## src/rtl/tpsnoop_pkg.sv

```systemverilog
// ---------------------------------------------------------------------------
// tpsnoop_pkg
// Shared types and constants for the test-port write snooper.
//   state_t            : capture FSM states (IDLE, CAPT, DONE)
//   DEF_TEST_PORT_ADDR : default word address of the test port
//   DEF_BEGIN_SYM      : default word that opens capture (readable order)
//   DEF_END_SYM        : default word that closes capture (readable order)
//   bswap32()          : little-endian bus word -> readable order {b0,b1,b2,b3}
// ---------------------------------------------------------------------------
package tpsnoop_pkg;

  typedef enum logic [1:0] {
    IDLE = 2'd0,
    CAPT = 2'd1,
    DONE = 2'd2
  } state_t;

  localparam logic [29:0] DEF_TEST_PORT_ADDR = 30'h10;
  localparam logic [31:0] DEF_BEGIN_SYM      = 32'h00000168;
  localparam logic [31:0] DEF_END_SYM        = 32'hFFFFFD5D;

  // Byte 0 of the bus word becomes the most significant byte.
  function automatic logic [31:0] bswap32(input logic [31:0] w);
    return {w[7:0], w[15:8], w[23:16], w[31:24]};
  endfunction

endpackage

```

## src/rtl/tpsnoop_fifo.sv

```systemverilog
// ---------------------------------------------------------------------------
// tpsnoop_fifo
// Synchronous first-word-fall-through FIFO with occupancy count.
// Ports:
//   clk, rst     : clock, asynchronous active-low reset (clears contents too)
//   push         : write request, push_data is the word to store
//   pop          : head consumer ready; a pop only happens when not empty
//   push_ok      : this cycle's push is accepted (not full, or full with pop)
//   push_drop    : this cycle's push is discarded (full and no pop)
//   valid        : head entry present
//   head_data    : head entry, stable until popped
//   count        : occupancy, one extra bit separates full from empty
// Parameters: WIDTH (entry width), DEPTH (power of two, >= 2).
// ---------------------------------------------------------------------------
module tpsnoop_fifo #(
  parameter int WIDTH = 32,
  parameter int DEPTH = 8
) (
  input  logic                   clk,
  input  logic                   rst,
  input  logic                   push,
  input  logic [WIDTH-1:0]       push_data,
  input  logic                   pop,
  output logic                   push_ok,
  output logic                   push_drop,
  output logic                   valid,
  output logic [WIDTH-1:0]       head_data,
  output logic [$clog2(DEPTH):0] count
);

  localparam int AW = $clog2(DEPTH);

  logic [WIDTH-1:0] mem_r [DEPTH];
  logic [AW-1:0]    wr_ptr_r;
  logic [AW-1:0]    rd_ptr_r;
  logic [AW:0]      count_r;
  logic             empty_s;
  logic             full_s;
  logic             do_pop_s;

  // Occupancy flags and the accept/drop decision for the current cycle
  always_comb begin
    empty_s   = (count_r == (AW+1)'(0));
    full_s    = (count_r == (AW+1)'(DEPTH));
    do_pop_s  = pop & ~empty_s;
    // A full FIFO still accepts when the head leaves in the same cycle.
    push_ok   = push & (~full_s | do_pop_s);
    push_drop = push & full_s & ~do_pop_s;
  end

  // Entry storage; reset wipes stale contents as well as the pointers
  always_ff @(posedge clk or negedge rst) begin
    if (!rst) begin
      for (int i = 0; i < DEPTH; i++) begin
        mem_r[i] <= {WIDTH{1'b0}};
      end
    end else if (push_ok) begin
      mem_r[wr_ptr_r] <= push_data;
    end
  end

  // Pointer and occupancy bookkeeping; pointers wrap modulo DEPTH
  always_ff @(posedge clk or negedge rst) begin
    if (!rst) begin
      wr_ptr_r <= {AW{1'b0}};
      rd_ptr_r <= {AW{1'b0}};
      count_r  <= {(AW+1){1'b0}};
    end else begin
      if (push_ok) begin
        wr_ptr_r <= wr_ptr_r + AW'(1);
      end
      if (do_pop_s) begin
        rd_ptr_r <= rd_ptr_r + AW'(1);
      end
      case ({push_ok, do_pop_s})
        2'b10:   count_r <= count_r + (AW+1)'(1);
        2'b01:   count_r <= count_r - (AW+1)'(1);
        default: count_r <= count_r;
      endcase
    end
  end

  assign valid     = ~empty_s;
  assign head_data = mem_r[rd_ptr_r];
  assign count     = count_r;

endmodule

```

## src/rtl/testport_write_snooper.sv

```systemverilog
// ---------------------------------------------------------------------------
// testport_write_snooper
// Snoops CPU data-memory writes to the test port, collapses stalled writes
// into one event, byte-swaps the data and queues it for the result checker.
// Capture opens on BEGIN_SYM (not queued) and closes once END_SYM is queued.
// Ports:
//   clk, rst                 : clock, asynchronous active-low reset
//   bus_addr/bus_wdata/bus_wen : snooped data-memory bus (little-endian data)
//   out_valid/out_data/out_ready : FIFO head towards the checker
//   fifo_count               : FIFO occupancy
//   capturing, end_seen      : FSM in CAPT / DONE
//   overflow                 : sticky, a word was dropped on a full FIFO
//   write_count, drop_count  : saturating counters of queued / dropped words
//   out_stamp                : only with TPSNOOP_TIMESTAMP_EN, cycle stamp of
//                              the head entry taken at its bus hit
// Optional feature macro: TPSNOOP_TIMESTAMP_EN.
// ---------------------------------------------------------------------------
module testport_write_snooper
  import tpsnoop_pkg::*;
#(
  parameter logic [29:0] TEST_PORT_ADDR = DEF_TEST_PORT_ADDR,
  parameter logic [31:0] BEGIN_SYM      = DEF_BEGIN_SYM,
  parameter logic [31:0] END_SYM        = DEF_END_SYM,
  parameter int          DEPTH          = 8,
  parameter int          CNT_W          = 16
) (
  input  logic                   clk,
  input  logic                   rst,
  input  logic [29:0]            bus_addr,
  input  logic [31:0]            bus_wdata,
  input  logic                   bus_wen,
  output logic                   out_valid,
  output logic [31:0]            out_data,
  input  logic                   out_ready,
  output logic [$clog2(DEPTH):0] fifo_count,
  output logic                   capturing,
  output logic                   end_seen,
  output logic                   overflow,
  output logic [CNT_W-1:0]       write_count,
`ifdef TPSNOOP_TIMESTAMP_EN
  output logic [CNT_W-1:0]       out_stamp,
`endif
  output logic [CNT_W-1:0]       drop_count
);

`ifdef TPSNOOP_TIMESTAMP_EN
  localparam int FW = 32 + CNT_W;
`else
  localparam int FW = 32;
`endif

  state_t           state_r;
  logic             armed_r;
  logic             hit_s;
  logic [31:0]      sw_s;
  // One-entry stage between the bus hit and the FIFO write.
  logic             pend_valid_r;
  logic [31:0]      pend_data_r;
  logic [FW-1:0]    fifo_in_s;
  logic [FW-1:0]    fifo_head_s;
  logic             push_ok_s;
  logic             push_drop_s;
  logic             capturing_r;
  logic             end_seen_r;
  logic             overflow_r;
  logic [CNT_W-1:0] write_count_r;
  logic [CNT_W-1:0] drop_count_r;

`ifdef TPSNOOP_TIMESTAMP_EN
  logic [CNT_W-1:0] stamp_cnt_r;
  logic [CNT_W-1:0] pend_stamp_r;
`endif

  // Bus hit qualification and readable-order data
  always_comb begin
    hit_s = bus_wen & (bus_addr == TEST_PORT_ADDR) & armed_r;
    sw_s  = bswap32(bus_wdata);
  end

  // Arm flag: one event per write-enable pulse however long a stall holds it
  always_ff @(posedge clk or negedge rst) begin
    if (!rst) begin
      armed_r <= 1'b1;
    end else if (hit_s) begin
      armed_r <= 1'b0;
    end else if (!bus_wen) begin
      armed_r <= 1'b1;
    end
  end

  // Capture FSM with its pending-push stage and registered status flags
  always_ff @(posedge clk or negedge rst) begin
    if (!rst) begin
      state_r      <= IDLE;
      pend_valid_r <= 1'b0;
      pend_data_r  <= 32'h0;
      capturing_r  <= 1'b0;
      end_seen_r   <= 1'b0;
    end else begin
      pend_valid_r <= 1'b0;
      case (state_r)
        IDLE: begin
          if (hit_s && (sw_s == BEGIN_SYM)) begin
            state_r     <= CAPT;
            capturing_r <= 1'b1;
          end
        end
        CAPT: begin
          if (hit_s) begin
            pend_valid_r <= 1'b1;
            pend_data_r  <= sw_s;
          end
          // Only a queued END_SYM closes capture; a dropped one does not.
          if (push_ok_s && (pend_data_r == END_SYM)) begin
            state_r     <= DONE;
            capturing_r <= 1'b0;
            end_seen_r  <= 1'b1;
          end
        end
        DONE: begin
          state_r <= DONE;
        end
        default: begin
          state_r     <= IDLE;
          capturing_r <= 1'b0;
          end_seen_r  <= 1'b0;
        end
      endcase
    end
  end

  // Sticky overflow and saturating queued/dropped counters
  always_ff @(posedge clk or negedge rst) begin
    if (!rst) begin
      overflow_r    <= 1'b0;
      write_count_r <= {CNT_W{1'b0}};
      drop_count_r  <= {CNT_W{1'b0}};
    end else begin
      if (push_ok_s && (write_count_r != {CNT_W{1'b1}})) begin
        write_count_r <= write_count_r + CNT_W'(1);
      end
      if (push_drop_s) begin
        overflow_r <= 1'b1;
        if (drop_count_r != {CNT_W{1'b1}}) begin
          drop_count_r <= drop_count_r + CNT_W'(1);
        end
      end
    end
  end

`ifdef TPSNOOP_TIMESTAMP_EN
  // Free-running saturating cycle counter and the stamp taken at the hit
  always_ff @(posedge clk or negedge rst) begin
    if (!rst) begin
      stamp_cnt_r  <= {CNT_W{1'b0}};
      pend_stamp_r <= {CNT_W{1'b0}};
    end else begin
      if (stamp_cnt_r != {CNT_W{1'b1}}) begin
        stamp_cnt_r <= stamp_cnt_r + CNT_W'(1);
      end
      if (hit_s) begin
        pend_stamp_r <= stamp_cnt_r;
      end
    end
  end

  assign fifo_in_s = {pend_stamp_r, pend_data_r};
  assign out_stamp = fifo_head_s[FW-1:32];
`else
  assign fifo_in_s = pend_data_r;
`endif

  tpsnoop_fifo #(
    .WIDTH (FW),
    .DEPTH (DEPTH)
  ) u_fifo (
    .clk       (clk),
    .rst       (rst),
    .push      (pend_valid_r),
    .push_data (fifo_in_s),
    .pop       (out_ready),
    .push_ok   (push_ok_s),
    .push_drop (push_drop_s),
    .valid     (out_valid),
    .head_data (fifo_head_s),
    .count     (fifo_count)
  );

  assign out_data    = fifo_head_s[31:0];
  assign capturing   = capturing_r;
  assign end_seen    = end_seen_r;
  assign overflow    = overflow_r;
  assign write_count = write_count_r;
  assign drop_count  = drop_count_r;

endmodule

```

## config.mk

```make
export PLATFORM = sky130hd
export DESIGN_NAME = testport_write_snooper
export DESIGN_NICKNAME = d
export VERILOG_FILES = /design/src/rtl/tpsnoop_pkg.sv /design/src/rtl/tpsnoop_fifo.sv /design/src/rtl/testport_write_snooper.sv
export SDC_FILE = /design/constraint.sdc
export NUM_CORES = 1
export LEC_CHECK = 0
export ABC_AREA = 1
export BUFFER_PORTS_ARGS = -buffer_cell sky130_fd_sc_hd__buf_2
export CORE_MARGIN = 1.5
export CORE_UTILIZATION = 56
export CTS_BUF_LIST = sky130_fd_sc_hd__clkbuf_8
export DETAILED_ROUTE_END_ITERATION = 6
export MAX_ROUTING_LAYER = met4
export PLACE_DENSITY_LB_ADDON = 0.08
export SYNTH_ARGS = -nofsm -noshare
export SYNTH_HDL_FRONTEND = slang
export SYNTH_SLANG_ARGS = --single-unit
```

## constraint.sdc

```tcl
create_clock -name clk -period 1.9 [get_ports clk]
set_clock_uncertainty 0.05 [all_clocks]
set_input_delay 0.285 -clock clk [delete_from_list [all_inputs] [get_ports clk]]
set_output_delay 0.285 -clock clk [all_outputs]
set_load 0.1 [all_outputs]
```

After elaboration in Yosys (flattened, before gate mapping)
Cells that the tools add are included.

cells by class
  reduce and logical (&&, ||, !) cells = 13
  equality and inequality tests = 13
  $add $sub $neg = 6
  $lt $le $gt $ge = 3
  bitwise logic cells = 14
  multiplexer cells = 19

operator list
  operator                 count
  $bwmux W256              1
  $bmux W32 S3             1
  $demux W32 S3            1
  $mux W32                 3
  $add A16 B1 Y16 const B  2
  $eq A32 B32 Y1 const B   1
  $eq A32 B9 Y1 const B    1
  $ne A16 B16 Y1 const B   2
  $eq A30 B5 Y1 const B    1
  $ge A4 B4 Y1 const B     2
  $not A3 Y4               2
  $pmux W4 S2              1
  $reduce_and A2 Y1        4
  $mux W1                  7
  $add A3 B1 Y3 const B    2
  $and A1 B1 Y1            6
  $pmux W2 S3              1
  $not A1 Y1               5
  $add A4 B1 Y4 const B    1
  $eq A2 B1 Y1 const B     2
  $eq A2 B2 Y1 const B     2
  $eq A4 B4 Y1 const B     1
  $logic_and A1 B1 Y1      4
  $logic_not A4 Y1         1
  other kinds (12)         14

storage, ports and cells
  bits of input ports = 66
  output and inout bits = 72
  bits in registers = 337

Depth between registers and ports, before layout
Gate-level depths: netlist of the first run.

  depth after elaboration = 8
  mapped depth = 11
  gate-level depth less buffers = 11

By module
Synthesis of the first run repeated with hierarchy kept, for this count alone.

unflattened totals
  cells, all modules = 1957
  area total of the unflattened synthesis = 16200.5 um2

modules (own cells, without submodules)
  module                  area each (um2)  times used  cells an instance  sequential area each (um2)
  tpsnoop_fifo            12487.0          1           1469               6656.4
  testport_write_snooper  3713.6           1           488                1778.0

Least setup slack after synthesis of the first run
Ideal clock, no wire load.

  path kind = reg-to-reg
  start point = register u_fifo.count_r[1], in the netlist u_fifo.count[1]
  end point = register u_fifo.count_r[2], in the netlist u_fifo.count[2]
  path slack = -1.570 ns
  arrival = 3.290 ns
  data required time = 1.721 ns
  clock period less this slack = 3.470 ns
  stages on the path, launching flop included = 11
  setup time = 0.129 ns
  cells stage by stage = dfrtp_1 > nor2_2 > nand3_1 > nand2_1 > inv_1 > ha_1 > xor2_1 > ha_1 > a21oi_1 > xnor2_1 > o21ai_0

on the way
  word-level cells in the longest chain between the ends = 7

ends and longest elaborated chain
  what                                               RTL line                      RTL
  from (decl)                                        tpsnoop_fifo.sv:36            logic [AW:0] count_r;
  from (signal assigned)                             tpsnoop_fifo.sv:67            count_r <= {(AW+1){1'b0}};
  from (signal assigned)                             tpsnoop_fifo.sv:76            2'b10: count_r <= count_r + (AW+1)'(1);
  from (signal assigned)                             tpsnoop_fifo.sv:77            2'b01: count_r <= count_r - (AW+1)'(1);
  $logic_not A4 Y1 (*)                               tpsnoop_fifo.sv:43            empty_s = (count_r == (AW+1)'(0));
  $not A1 Y1 (*)                                     n/a
  net out_valid                                      testport_write_snooper.sv:32  output logic out_valid,
  $and A1 B1 Y1 (*)                                  tpsnoop_fifo.sv:45            do_pop_s = pop & ~empty_s;
  net u_fifo.do_pop_s                                tpsnoop_fifo.sv:39            logic do_pop_s;
  $or A1 B1 Y1                                       tpsnoop_fifo.sv:47            push_ok = push & (~full_s | do_pop_s);
  $and A1 B1 Y1                                      tpsnoop_fifo.sv:47
  $eq A2 B1 Y1 or $eq A2 B2 Y1 (tied branches)       tpsnoop_fifo.sv:75            case ({push_ok, do_pop_s})
  $pmux W4 S2 or $reduce_bool A2 Y1 (tied branches)  n/a

The timed path passes the listed nets; every way through them passes the cells marked *.
A chain may end at the register's enable or synchronous reset.

Final worst setup path of the first run
  start point = register u_fifo.rd_ptr_r[0]
  end point = output port out_data[21]

on the way
  word-level cells in the longest chain between the ends = 4

ends and longest elaborated chain
  what                                         RTL line                      RTL
  from (decl)                                  tpsnoop_fifo.sv:35            logic [AW-1:0] rd_ptr_r;
  from (signal assigned)                       tpsnoop_fifo.sv:66            rd_ptr_r <= {AW{1'b0}};
  from (signal assigned)                       tpsnoop_fifo.sv:73            rd_ptr_r <= rd_ptr_r + AW'(1);
  $not A3 Y4 (implied by the code)             tpsnoop_fifo.sv:84            assign head_data = mem_r[rd_ptr_r];
  $bmux W32 S3                                 tpsnoop_fifo.sv:84
  $mux W32 (implied by the code) (2 in a row)  tpsnoop_fifo.sv:84
  to (decl)                                    testport_write_snooper.sv:33  output logic [31:0] out_data,

Every way passes these cells. The select of a mux whose other input is x is not followed.

==> metrics.md, run 1 <==
| Metric | Value |
|---|---|
| Outcome | `finished, violations left` |
| Failing checks | `setup timing` |
| Vias per cell | `5.49` |
| GRT Total Usage | `29.4%` |
| Clock Latency Late Sink | `0.59 ns` |
| Synth area leaders | `dfrtp_1, nand2_1, o21ai_0, nor2_1, o21ai_1` |
| Initial core utilization | `57.1%` |
| Mapped Avg Cell Area | `8.54 sq um` |
| Synth area leader | `dfrtp_1` |
| Minimum clock period | `2.57 ns` |
| Die width | `172 microns` |
| WHS Endpoint | `armed_r$_DFFE_PN1P_` |
| Crit path largest cell delay | `0.57 ns` |
| Tot Pwr | `0.0301 W` |
| Critical path fanouts, max | `10` |
| Leakage power | `9.43 nW` |
| FF/Latch Area | `8490 sq um` |
| Root Driver | `clkbuf_8` |
| Setup TNS | `-19.91 ns` |
| FILL cells | `2124` |
| CP cell instances | `clkinv_8 > clkbuf_16 > nor2_1 > o22ai_1 > nor2_2 > a31oi_4 > buf_12` |
| Final worst slack | `-0.672 ns` |
| R2R Path End | `u_fifo.count[3]$_DFFE_PN0P_` |
| Max Fclk | `389 MHz` |
| Count leader, synth | `nand2_1` |
| Final period util | `135%` |
| Worst VDD drop | `1450 uV` |
| Routability Congestion | `0.850` |
| NumNets Final | `2154` |
| FF-to-FF setup slack | `0.01 ns` |
| Worst-path clk slew | `0.06 ns` |
| Hold path cells | `7` |
| Gate Count Post-Synth | `1867` |
| Crit start category | `flop` |
| 1st-iter DRT viols | `1180` |
| Relative max-transition margin | `67.7%` |
| Post-synthesis sequential element count | `337` |
| Initial antenna violation count | `0` |
| Synthesized cell area | `15900 sq um` |
| First-pass GRT wire length | `67000 microns` |
| # IOs | `138` |
| CP Data Required Time | `1.56 ns` |
| Post-synth EDFFs | `0` |
| CP Class | `reg -> out` |
| Hold Crit Start | `bus_addr[12]` |
| Final instance area | `20500 sq um` |
| Hold/Removal Path Class | `in -> reg` |
| Clock buffer depth | `3` |
| PwrDens | `1470 nW/um^2` |
| Primary FF master, synth | `dfrtp_1` |
| Ys async rst share | `100%` |
| Antenna Nets Post-Route | `0` |
| Distinct cells, synth | `41` |
| CP startpoint | `u_fifo.rd_ptr_r[0]$_DFFE_PN0P_` |
| Total CTS buffers | `57` |
| Ant. Diodes | `0` |
| FF-to-FF Start | `u_fifo.count[0]$_DFFE_PN0P_` |
| CTS sink cnt | `337` |
| Final slew viol count | `0` |
| Final WL | `41900 microns` |
| Hold Violations, Final | `0` |
| Worst Reg2Reg Path Length in Cells | `11` |
| Most frequent cells after synthesis | `nand2_1, dfrtp_1, nor2_1` |
| Worst-path cell with the longest stage delay | `dfrtp_4` |
| Core Footprint | `27900 sq um` |
| Synthesized Nets | `1943` |
| Sequential share of the synthesized area | `52.9%` |
| Vias in the first global route | `13100` |
| Die H | `172 microns` |
| Max Cap Violations | `0` |
| Synth top area share | `52.7%` |
| Largest net degree at the start of global routing | `51` |
| DP HPWL | `26000 microns` |
| Area delta synth->final | `28.4%` |
| Worst Tran Pin Value | `0.487 ns` |
| Share of layout cells above drive strength 1 | `23.2%` |
| GRT overflow | `0` |
| First-pass iteration count of the detailed router | `5` |
| Critical path buffers and inverters | `3` |
| Vias | `13700` |
| Setup violators final | `32` |
| Dpl cell area | `18400 sq um` |
| Port Buffer Count | `137` |
| DRC viols | `0` |
| Area occupied by multi-input gates | `7110 sq um` |
| Die area | `29500 sq um` |
| Site Rows | `61` |
| Yosys warns | `0` |
| RSZ-0062 raised after global routing | `yes` |
| CTS tree | `built` |
| Top delay family on crit path | `flip-flops` |
| Worst Setup End Kind | `output port` |
| Post-DR wirelength/cell | `16.8 microns` |
| H-tree depth | `2` |
| Crit path arrival time | `2.24 ns` |
## placed cells by master, fill, tap and decap left out, types with 4 or more instances in the layout
cell | Yosys | final
inv_1 | 78 | 98
o21ai_2 | 32 | 43
clkbuf_16 | 0 | 6
nand2_1 | 408 | 407
nor3_1 | 11 | 11
buf_12 | 1 | 71
clkbuf_8 | 0 | 73
xnor2_1 | 11 | 10
dfrtp_1 | 336 | 303
nand3_1 | 21 | 19
buf_4 | 6 | 43
inv_2 | 5 | 4
o21ai_0 | 231 | 161
o22ai_1 | 32 | 29
nor2_1 | 303 | 278
dlygate4sd3_1 | 0 | 34
a31oi_4 | 0 | 32
o21ai_1 | 173 | 232
nand3_2 | 4 | 5
nand2_2 | 5 | 5
dfrtp_4 | 0 | 7
nand4_1 | 14 | 14
buf_6 | 38 | 4
dfrtp_2 | 0 | 26
ha_1 | 10 | 6
nor2_2 | 1 | 24
nand4_4 | 7 | 8
buf_2 | 21 | 99
xor2_1 | 19 | 18
## layer usage
layer / global-route usage [%] / vias up / share of wire [%]
li1: - / 6609 / -
met1: 40.4 / 6588 / 45
met2: 46.5 / 465 / 48
met3: 4.19 / 61 / 5.9
met4: 7.11 / 0 / 1.6
met5: - / - / 0
## kinds of logic (layout without fill, tap and decap cells)
logic type / Yosys count / after routing / share of synthesized area [%]
flip-flops: 337 / 337 / 52.9
AO/OA/AOI/OAI: 505 / 505 / 17.1
buffers and inverters: 197 / 451 / 6.89
AND/OR/NAND/NOR: 788 / 788 / 20.7
adder cells (fa/ha/maj): 10 / 10 / 0.785
XOR/XNOR: 30 / 30 / 1.65
## layout make-up
class,instances,area share (%)
clock buffers,73,4.91
clock inverters,29,0.673
inverters,86,1.71
multi-input cells,1333,34.7
flip-flops and latches,337,41.5
well taps,378,2.31
repair buffers,263,14.2
## state kept, by name, summed over array words and instances, names as in the netlist, 2 cells and up
register,flops
u_fifo.mem_r,256
fifo_in_s,32
drop_count,16
write_count,16
u_fifo.count,4
u_fifo.rd_ptr_r,3
u_fifo.wr_ptr_r,3
state_r,2
## worst register-to-register path: stages (launching register included)
cell and delay, ns:
dfrtp_4 0.49, nor2_4 0.17, nand3_4 0.11, nand2_4 0.09, inv_4 0.04, ha_4 0.17
xor2_2 0.15, nand2_1 0.10, nor2_2 0.05, a21oi_1 0.11, o21ai_1 0.09, xor2_1 0.16
## how the worst max path moves through the flow
stage / end / slack (ns) / cells after the start
2_1_floorplan: u_fifo.count[3]$_DFFE_PN0P_ / -0.47 / 11
3_3_place_gp: out_data[3] / -0.12 / 7
3_5_place_dp: out_data[3] / -0.10 / 7
4_1_cts: out_data[3] / -0.67 / 7
5_1_grt: out_data[14] / -0.78 / 7
6_report: out_data[21] / -0.67 / 7
## metrics by stage
step	util [%]	setup slack (ns)	hold slack (ns)	instances
global placement	66.0	-0.121	0.201	2349
floorplan	-	-0.469	-0.0606	1867
detailed placement	66.0	-0.101	0.199	2349
finish	73.3	-0.672	0.0671	2499
CTS	72.2	-0.670	0.0420	2491
global route	73.3	-0.781	0.0988	2499
## report_power, final
part           internal [W]  switching [W]  leakage (nW)  total [W]
clock network       0.00344        0.00291         0.677    0.00636
registers           0.00729       0.000143          4.47    0.00744
logic               0.00598         0.0104          4.29     0.0164
total                0.0167         0.0134          9.43     0.0301
## timing repair
item	4_1_cts	5_1_grt
endpoints found under the hold margin	368	0
pin swaps	17	23
gates cloned	3	6
hold buffers	34	0
setup buffers	3	3
setup endpoints to repair	37	117
resized for setup	67	61
No activity file was read; power rests on OpenSTA's default activity.
==> inputs of run 2 (changes only) <==
--- a/config.mk
+++ b/config.mk
@@ -7,6 +7,7 @@
 export LEC_CHECK = 0
 export ABC_AREA = 1
 export BUFFER_PORTS_ARGS = -buffer_cell sky130_fd_sc_hd__buf_2
+export CORE_ASPECT_RATIO = 2
 export CORE_MARGIN = 1.5
 export CORE_UTILIZATION = 56
 export CTS_BUF_LIST = sky130_fd_sc_hd__clkbuf_8
==> run 2 against run 1 <==
Against the previous run: the flow still finishes with violations (setup timing); die area is 0.21% higher; fmax decreased by 4.0%; clock power down 10%; power is 3.4% higher; non-clock buffer count increased by 66; critical path type unchanged; largest power group unchanged.
==> metrics.md, run 2 (synthesized netlist as in run 1, its figures left out) <==
| Metric | Value |
|---|---|
| Internal | `0.0170 W` |
| Failing checks | `setup timing` |
| Critical path fanouts, max | `19` |
| Final slew viol count | `0` |
| Most common cell after layout, fill and taps aside | `nand2_1` |
| Final worst slack | `-0.780 ns` |
| Max reg flops | `256` |
| Worst Tran Pin Value | `0.491 ns` |
| Core Util, Final | `77.8%` |
| Setup TNS | `-27.65 ns` |
| Commonest non-fill, non-tap cells in the layout | `nand2_1, dfrtp_1, nor2_1` |
| Sw Share | `45.5%` |
| Port Buffer Count | `137` |
| PwrDens | `1430 nW/um^2` |
| Crit path arrival time | `2.35 ns` |
| Antenna Nets Post-Route | `0` |
| NetSw | `0.0142 W` |
| # IOs | `138` |
| Max Cap Violations | `0` |
| Relative max-transition margin | `67.5%` |
| Largest register by flop count | `u_fifo.mem_r` |
| Tot Pwr | `0.0312 W` |
| DRC viols | `0` |
| First-pass iteration count of the detailed router | `6` |
| Worst Setup End Kind | `output port` |
| Initial core utilization | `56.8%` |
| GRT overflow | `0` |
| Max Fclk | `373 MHz` |
| CP Data Required Time | `1.56 ns` |
| Core Footprint | `28100 sq um` |
| GRT Total Usage | `33.0%` |
| CP Class | `reg -> out` |
| H-tree depth | `2` |
| Final WL | `54900 microns` |
| Largest net degree at the start of global routing | `77` |
| FILL cells | `1857` |
| Worst VDD drop | `1590 uV` |
| Initial antenna violation count | `1` |
| Clock buffer depth | `3` |
| Vias | `15200` |
| CTS tree | `built` |
| Worst-path clk slew | `0.07 ns` |
| Vias in the first global route | `14300` |
| NumNets Final | `2211` |
| Root Driver | `clkbuf_8` |
| First-pass GRT wire length | `74000 microns` |
| Clock Latency Late Sink | `0.61 ns` |
| Total CTS buffers | `47` |
| RSZ-0062 raised after global routing | `yes` |
| Hold Violations, Final | `0` |
| Setup violators final | `159` |
| Clk network pwr share | `18.3%` |
| Hold/Removal Path Class | `in -> async` |
| Site Rows | `87` |
| Routability Congestion | `0.861` |
| 1st-iter DRT viols | `1475` |
| CTS sink cnt | `337` |
| Comb pwr share | `57.9%` |
| Minimum clock period | `2.68 ns` |
| Final period util | `141%` |
| Seq pwr share | `23.9%` |
| Post-DR wirelength/cell | `21.7 microns` |
| Share of layout cells above drive strength 1 | `30.1%` |
| Die width | `122 microns` |
| Vias per cell | `6.01` |
| Die H | `242 microns` |
| Leakage power | `10.0 nW` |
| Crit start category | `flop` |
| Die area | `29600 sq um` |
| Outcome | `finished, violations left` |
| Area delta synth->final | `37.1%` |
| DP HPWL | `29200 microns` |
## run 2: layout make-up
cell class                      count  area [sq um]  share of cell area, %
Clock buffer                       62           853                   3.91
Multi-Input combinational cell   1334          7630                   34.9
Timing Repair Buffer              329          3970                   18.1
Inverter                           86           373                   1.71
Tap cell                          356           445                   2.04
Sequential cell                   337          8490                   38.9
Clock inverter                     21          90.1                  0.412
Antenna cell                        1          2.50                 0.0115
## run 2: worst max-delay path: stages, from the launching register on
cell	delay, ns
dfrtp_4	0.54
buf_12	0.21
buf_8	0.13
o21ai_0	0.10
o22ai_1	0.23
nor2_1	0.11
a31oi_4	0.21
buf_12	0.21
## run 2: layer usage
| metal | vias to the layer above | GRT usage, % | routed length [microns] |
|---|---|---|---|
| met5 | - | - | 0 |
| met4 | 0 | 15.5 | 4790 |
| met3 | 288 | 3.96 | 3550 |
| met2 | 771 | 58.0 | 28200 |
| met1 | 7386 | 36.5 | 18400 |
| li1 | 6738 | - | - |
## run 2: power groups by stage
stage	Clock [W]	Sequential, W	Combinational, W
6_report	0.00570	0.00743	0.0180
5_1_grt	0.00604	0.00743	0.0187
2_1_floorplan	0	0.00782	0.0101
3_5_place_dp	0	0.00751	0.0153
4_1_cts	0.00573	0.00743	0.0172
3_3_place_gp	0	0.00751	0.0152
## run 2: final timing paths
check,from,end,slack (ns),cells past startpoint
worst max-delay path,u_fifo.rd_ptr_r[0]$_DFFE_PN0P_,out_data[15],-0.78,7
worst min-delay path,rst,write_count[10]$_DFFE_PN0P_,0.11,2
worst max register to register,u_fifo.count[0]$_DFFE_PN0P_,u_fifo.mem_r[197]$_DFFE_PN0P_,-0.13,12
worst min register to register,overflow$_DFFE_PN0P_,overflow$_DFFE_PN0P_,0.43,1
max in group asynchronous,rst,armed_r$_DFFE_PN1P_,0.96,4
min in group clk,bus_addr[13],armed_r$_DFFE_PN1P_,0.12,7
## run 2: timing repair
| action | in CTS | in global routing |
|---|---|---|
| resized for setup | 132 | 185 |
| gates cloned | 10 | 25 |
| setup endpoints to repair | 38 | 121 |
| pin swaps | 21 | 22 |
| hold buffers | 34 | 0 |
| endpoints found under the hold margin | 296 | 0 |
| buffers inserted | 9 | 22 |
## run 2: metrics by stage
stage / std cells / instance area (sq um) / hold WS (ns) / worst slack (ns)
after floorplan: 1867 / 16700 / -0.0606 / -0.469
after global placement: 2343 / 18600 / 0.133 / -0.0483
after detailed placement: 2343 / 18600 / 0.134 / -0.0828
after CTS: 2479 / 20500 / 0.0954 / -0.688
after global routing: 2526 / 21900 / 0.129 / -0.912
final: 2526 / 21900 / 0.111 / -0.780
